## config.mk

```make
export PLATFORM = sky130hd
export DESIGN_NAME = barrel_shift_sequencer
export DESIGN_NICKNAME = d
export VERILOG_FILES = /design/src/rtl/barrel_shift_pkg.sv /design/src/rtl/modified_barrel_shift.sv /design/src/rtl/barrel_shift_sequencer.sv
export SDC_FILE = /design/constraint.sdc
export NUM_CORES = 1
export LEC_CHECK = 0
export CAP_MARGIN = 20
export CORE_ASPECT_RATIO = 1.2
export CORE_MARGIN = 2
export CORE_UTILIZATION = 53
export CTS_BUF_LIST = sky130_fd_sc_hd__clkbuf_4 sky130_fd_sc_hd__clkbuf_8
export DETAILED_ROUTE_END_ITERATION = 7
export GPL_TIMING_DRIVEN = 0
export PLACE_DENSITY = 0.82
export REMOVE_ABC_BUFFERS = 1
export SYNTH_ARGS = -nofsm -noshare
export SYNTH_HDL_FRONTEND = slang
export SYNTH_SLANG_ARGS = --single-unit
```

## constraint.sdc

```tcl
create_clock -name Clk -period 3 [get_ports Clk]
set_input_delay 0.6 -clock Clk [delete_from_list [all_inputs] [get_ports Clk]]
set_output_delay 0.6 -clock Clk [all_outputs]
set_load 0.01 [all_outputs]
```

## src/rtl/barrel_shift_pkg.sv

```systemverilog
// Shared types and constants for the barrel-shift sequencer: operand/amount widths,
// the queued command record and the output-stage FSM states.
package barrel_shift_pkg;

    localparam int N = 8;
    localparam int M = 3;

    typedef struct packed {
        logic [N-1:0] data;
        logic [M-1:0] num;
        logic         lr;
    } shift_cmd_t;

    typedef enum logic {
        ST_IDLE = 1'b0,
        ST_FULL = 1'b1
    } seq_state_e;

    function automatic logic [15:0] sat_inc16(input logic [15:0] v);
        return (v == 16'hFFFF) ? v : v + 16'd1;
    endfunction

endpackage

```

## src/rtl/modified_barrel_shift.sv

```systemverilog
// Combinational N-bit circular rotator; LR=1 rotates left, LR=0 rotates right.
module modified_barrel_shift
    import barrel_shift_pkg::*;
(
    output logic [N-1:0] Out,
    input  logic [N-1:0] In,
    input  logic [M-1:0] Num,
    input  logic         LR
);

    logic [M-1:0] shamt;

    // A left rotate by k is a right rotate by (N-k) mod N, so one shifter serves both.
    always_comb begin
        shamt = LR ? (-Num) : Num;
        Out   = N'({In, In} >> shamt);
    end

endmodule

```

## src/rtl/barrel_shift_sequencer.sv

```systemverilog
// Command FIFO feeding a registered rotator output stage with valid/ready on both sides.
// Optional completed-command statistics are built when BSEQ_STATS_EN is defined.
module barrel_shift_sequencer
    import barrel_shift_pkg::*;
#(
    parameter int DEPTH = 4
) (
    input  logic                     Clk,
    input  logic                     Rst_n,
    input  logic                     InValid,
    output logic                     InReady,
    input  logic [N-1:0]             InData,
    input  logic [M-1:0]             InNum,
    input  logic                     InLR,
    output logic                     OutValid,
    input  logic                     OutReady,
    output logic [N-1:0]             OutData,
    input  logic                     Flush,
    output logic [$clog2(DEPTH):0]   Level,
    output logic [15:0]              LeftCount,
    output logic [15:0]              RightCount
);

    localparam int PW = $clog2(DEPTH);
    localparam int LW = PW + 1;

    shift_cmd_t     mem_q [DEPTH];
    shift_cmd_t     cmd_in;
    shift_cmd_t     head;
    logic [PW-1:0]  wptr_q, rptr_q;
    logic [LW-1:0]  level_q, level_d;
    logic           pop_req, push, pop;
    logic [N-1:0]   rot_out;
    logic [N-1:0]   out_data_q;
    seq_state_e     state_q, state_d;

    assign cmd_in = '{data: InData, num: InNum, lr: InLR};
    assign head   = mem_q[rptr_q];

    // Readiness ignores Flush; a flushed push is simply dropped.
    always_comb begin
        pop_req = (level_q != '0) && (!OutValid || OutReady);
        InReady = (level_q != LW'(DEPTH)) || pop_req;
        push    = InValid && InReady && !Flush;
        pop     = pop_req && !Flush;
    end

    always_comb begin
        level_d = level_q;
        if (Flush) begin
            level_d = '0;
        end else if (push && !pop) begin
            level_d = level_q + LW'(1);
        end else if (pop && !push) begin
            level_d = level_q - LW'(1);
        end
    end

    always_ff @(posedge Clk or negedge Rst_n) begin
        if (!Rst_n) begin
            wptr_q  <= '0;
            rptr_q  <= '0;
            level_q <= '0;
        end else begin
            level_q <= level_d;
            if (Flush) begin
                wptr_q <= '0;
                rptr_q <= '0;
            end else begin
                if (push) wptr_q <= wptr_q + PW'(1);
                if (pop)  rptr_q <= rptr_q + PW'(1);
            end
        end
    end

    always_ff @(posedge Clk) begin
        if (push) mem_q[wptr_q] <= cmd_in;
    end

    modified_barrel_shift u_rot (
        .Out (rot_out),
        .In  (head.data),
        .Num (head.num),
        .LR  (head.lr)
    );

    always_ff @(posedge Clk or negedge Rst_n) begin
        if (!Rst_n) state_q <= ST_IDLE;
        else        state_q <= state_d;
    end

    always_comb begin
        state_d = state_q;
        case (state_q)
            ST_IDLE: if (pop) state_d = ST_FULL;
            ST_FULL: begin
                if (Flush)         state_d = ST_IDLE;
                else if (pop)      state_d = ST_FULL;
                else if (OutReady) state_d = ST_IDLE;
            end
            default: state_d = ST_IDLE;
        endcase
    end

    always_comb begin
        OutValid = 1'b0;
        if (state_q == ST_FULL) OutValid = 1'b1;
    end

    always_ff @(posedge Clk or negedge Rst_n) begin
        if (!Rst_n)   out_data_q <= '0;
        else if (pop) out_data_q <= rot_out;
    end

    assign OutData = out_data_q;
    assign Level   = level_q;

`ifdef BSEQ_STATS_EN
    logic        out_lr_q;
    logic [15:0] left_cnt_q, right_cnt_q;

    // Direction of the result currently held, so the handshake can be attributed.
    always_ff @(posedge Clk or negedge Rst_n) begin
        if (!Rst_n) begin
            out_lr_q    <= 1'b0;
            left_cnt_q  <= '0;
            right_cnt_q <= '0;
        end else begin
            if (pop) out_lr_q <= head.lr;
            if (OutValid && OutReady) begin
                if (out_lr_q) left_cnt_q  <= sat_inc16(left_cnt_q);
                else          right_cnt_q <= sat_inc16(right_cnt_q);
            end
        end
    end

    assign LeftCount  = left_cnt_q;
    assign RightCount = right_cnt_q;
`else
    assign LeftCount  = '0;
    assign RightCount = '0;
`endif

endmodule

```

==> summary.txt <==
CTS
  – CTS root buffer: clkbuf_8
  – Num CTS Buffers: 9
  – Clock sink count: 64
  – H-tree Lvls: 3
  – Clock Path Buffers: 2
  – Clk slew on worst S/H paths: 0.07 ns
  – CTS tree: built
  – Hold buffers post-CTS: 0
  – Worst skew pair latency: 0.33 ns

Finish
  – Share of cells above drive strength 1: 22.3%
  – Net count, final: 266
  – # diodes: 0
  – Final instance area: 0.00362 mm²
  – Most common cell after layout, fill and taps aside: edfxtp_1
  – Most frequent cells in the layout: edfxtp_1 (48), conb_1 (32), clkdlybuf4s50_1 (29), nor2_1 (18)
  – Area Growth Syn to Fin: 15.8%

STA
  – Worst hold slack: 0.512 ns
  – Max Slew Vio Count: 0
  – Fin crit period: 2.76 ns
  – Final Worst Setup Slack: 0.236 ns
  – Slew margin rel.: 50.5%
  – Crit share post-route: 92.1%
  – Clock skew: 0.00565 ns
  – FMAX: 362 MHz
  – Finish-stage setup viols: 0
  – Worst slew pin tran: 0.740 ns
  – Unrepaired setup endpoints after global routing: no
  – Fin. Hold Viols: 0

Detailed routing
  – Final wirelength: 5100 µm
  – Total number of vias: 1630
  – DR pass1 iterations: 4
  – Vias/cell: 4.98
  – Starting DRT DRC Count: 57
  – DRC: 0
  – WL per Instance: 15.6 µm
  – Post-DRT Antenna Nets: 0

Floorplan
  – Die W: 74.1 µm
  – IO Pins: 62
  – Core ar.: 0.00567 mm²
  – Cell Rows: 30
  – Die height: 88.2 µm
  – Starting Density: 55.2%
  – Die Area: 0.00653 mm²

Logic synthesis
  – Mean Syn Cell Area: 15.0 µm²
  – Main synth FF type: edfxtp_1
  – Synth warnings: 0
  – Number of enable flip-flop cells after synthesis: 48
  – Top-area cell type share of the netlist area: 46.1%
  – Gate Count Post-Synth: 209
  – Mapped Area: 0.00313 mm²
  – Synth cell types: 34
  – Asr flop ratio synth: 25.0%
  – Post-synthesis register bit count: 64
  – Synth area leaders: edfxtp_1 (46%), dfrtp_1 (13%), mux4_2 (7.9%), buf_4 (7.7%), mux2_2 (5.4%)
  – Synth area leader: edfxtp_1
  – Seq/Total Area, Yosys: 58.9%

Place
  – Post-place instance area: 0.00338 mm²
  – DP HPWL: 3530 µm
  – Final RePlAce weighted congestion: 0.706
  – Pre-CTS setup slack: -0.271 ns
  – Count of input and output buffers: 29

Global route
  – First-pass GRT wire length: 8140 µm
  – Residual overflow from global routing: 0
  – Largest net degree at the start of global routing: 17
  – Vias in the first global route: 1616
  – Initial antenna violation count: 0
  – GRT Overall Usage: 17.8%

Setup path
  – Critical path endpoint category: register
  – Arr. time, crit path: 2.99 ns
  – Crit path kind: register to register
  – CP required: 3.22 ns
  – Critical Path Start Type: register
  – Critical Path Fanout Max: 14

Pwr
  – PD cells: 953 mW/mm²
  – Power Total: 3.45 mW
  – LEAKAGE: 1.34 nW
  – Peak supply drop: 0.653 mV

Job
  – Max Cap Viol: 0

Worst hold path
  – HP Class: register to register

Status
  – Status: finished clean
power by group:
group	switching [mW]	internal, mW
logic	0.645	0.738
clock network	0.305	0.563
registers	0.130	1.07
layout make-up:
type                            instances  area (µm²)
Clock buffer                           11         139
Clock inverter                          4        93.8
Fill cell                             398        2050
Inverter                                7        26.3
Multi-Input combinational cell        131        1120
Sequential cell                        64        1840
Tap cell                               80         100
Timing Repair Buffer                   30         302
through the flow:
step / util (%) / setup TNS [ns] / std cells
2_1_floorplan: - / 0 / 202
3_3_place_gp: 59.3 / -1.19 / 311
3_5_place_dp: 59.6 / -1.58 / 312
4_1_cts: 63.8 / 0 / 327
5_1_grt: 63.9 / 0 / 327
6_report: 63.9 / 0 / 327
state kept, by name (all words and copies together), names as in the netlist:
register and flops:
rptr_q 2, mem_q 48, state_q 1, Level 3, wptr_q 2, OutData 8
Yosys cell counts, types with 2 or more instances:
master    number
and2_1         4
nor3_1         2
nand2b_1       3
nor2b_1        4
mux2i_1        8
dfrtp_1       16
xor2_1         2
a21oi_2        8
xnor2_1        3
mux4_2        11
mux2_2        15
nor2_1        18
ha_1           5
inv_1          7
nand2_1        2
a211oi_1       2
edfxtp_1      48
buf_4         32
clkbuf_1       3
a21oi_1        2
logic make-up (layout without fill, tap and decap cells):
family          after synthesis  in the layout  synth area share, %
compound gates               14             14                 3.52
fa+ha+maj                     6              6                 2.64
mux                          37             37                 17.8
xor+xnor                      6              6                 1.92
flops                        64             64                 58.9
buf+inv                      45             52                 9.52
simple gates                 36             36                 5.60
other cells                   1             32                0.120
critical path, stage by stage, from the launching register on:
cell,delay [ns]
dfrtp_2,0.66
mux4_2,0.70
inv_1,0.10
ha_1,0.26
mux2i_4,0.35
mux2i_1,0.31
mux2_2,0.21
a21oi_2,0.05
metal layers:
| metal | share of wire [%] | global-route usage, % | vias to the layer above |
|---|---|---|---|
| met2 | 54 | 29.8 | 51 |
| met5 | 0 | 0 | - |
| met3 | 4.1 | 5.18 | 5 |
| met4 | 1.5 | 7.44 | 0 |
| li1 | - | - | 761 |
| met1 | 40 | 21.5 | 813 |
worst paths after layout:
check,cells past startpoint,end,from,slack (ns)
max,7,OutData[3],rptr_q[0],0.24
min,2,OutData[7],OutData[7],0.51
max reg2reg,7,OutData[3],rptr_q[0],0.24
min reg2reg,2,OutData[7],OutData[7],0.51
max in group asynchronous,1,rptr_q[0],Rst_n,1.78
min in group asynchronous,1,OutData[4],Rst_n,0.70
what timing repair did:
action	in CTS	in global routing
buffers inserted	0	0
resized for setup	1	2
endpoints found under the setup margin	8	1
pin swaps	0	0
(Power assumes the default switching activity.)
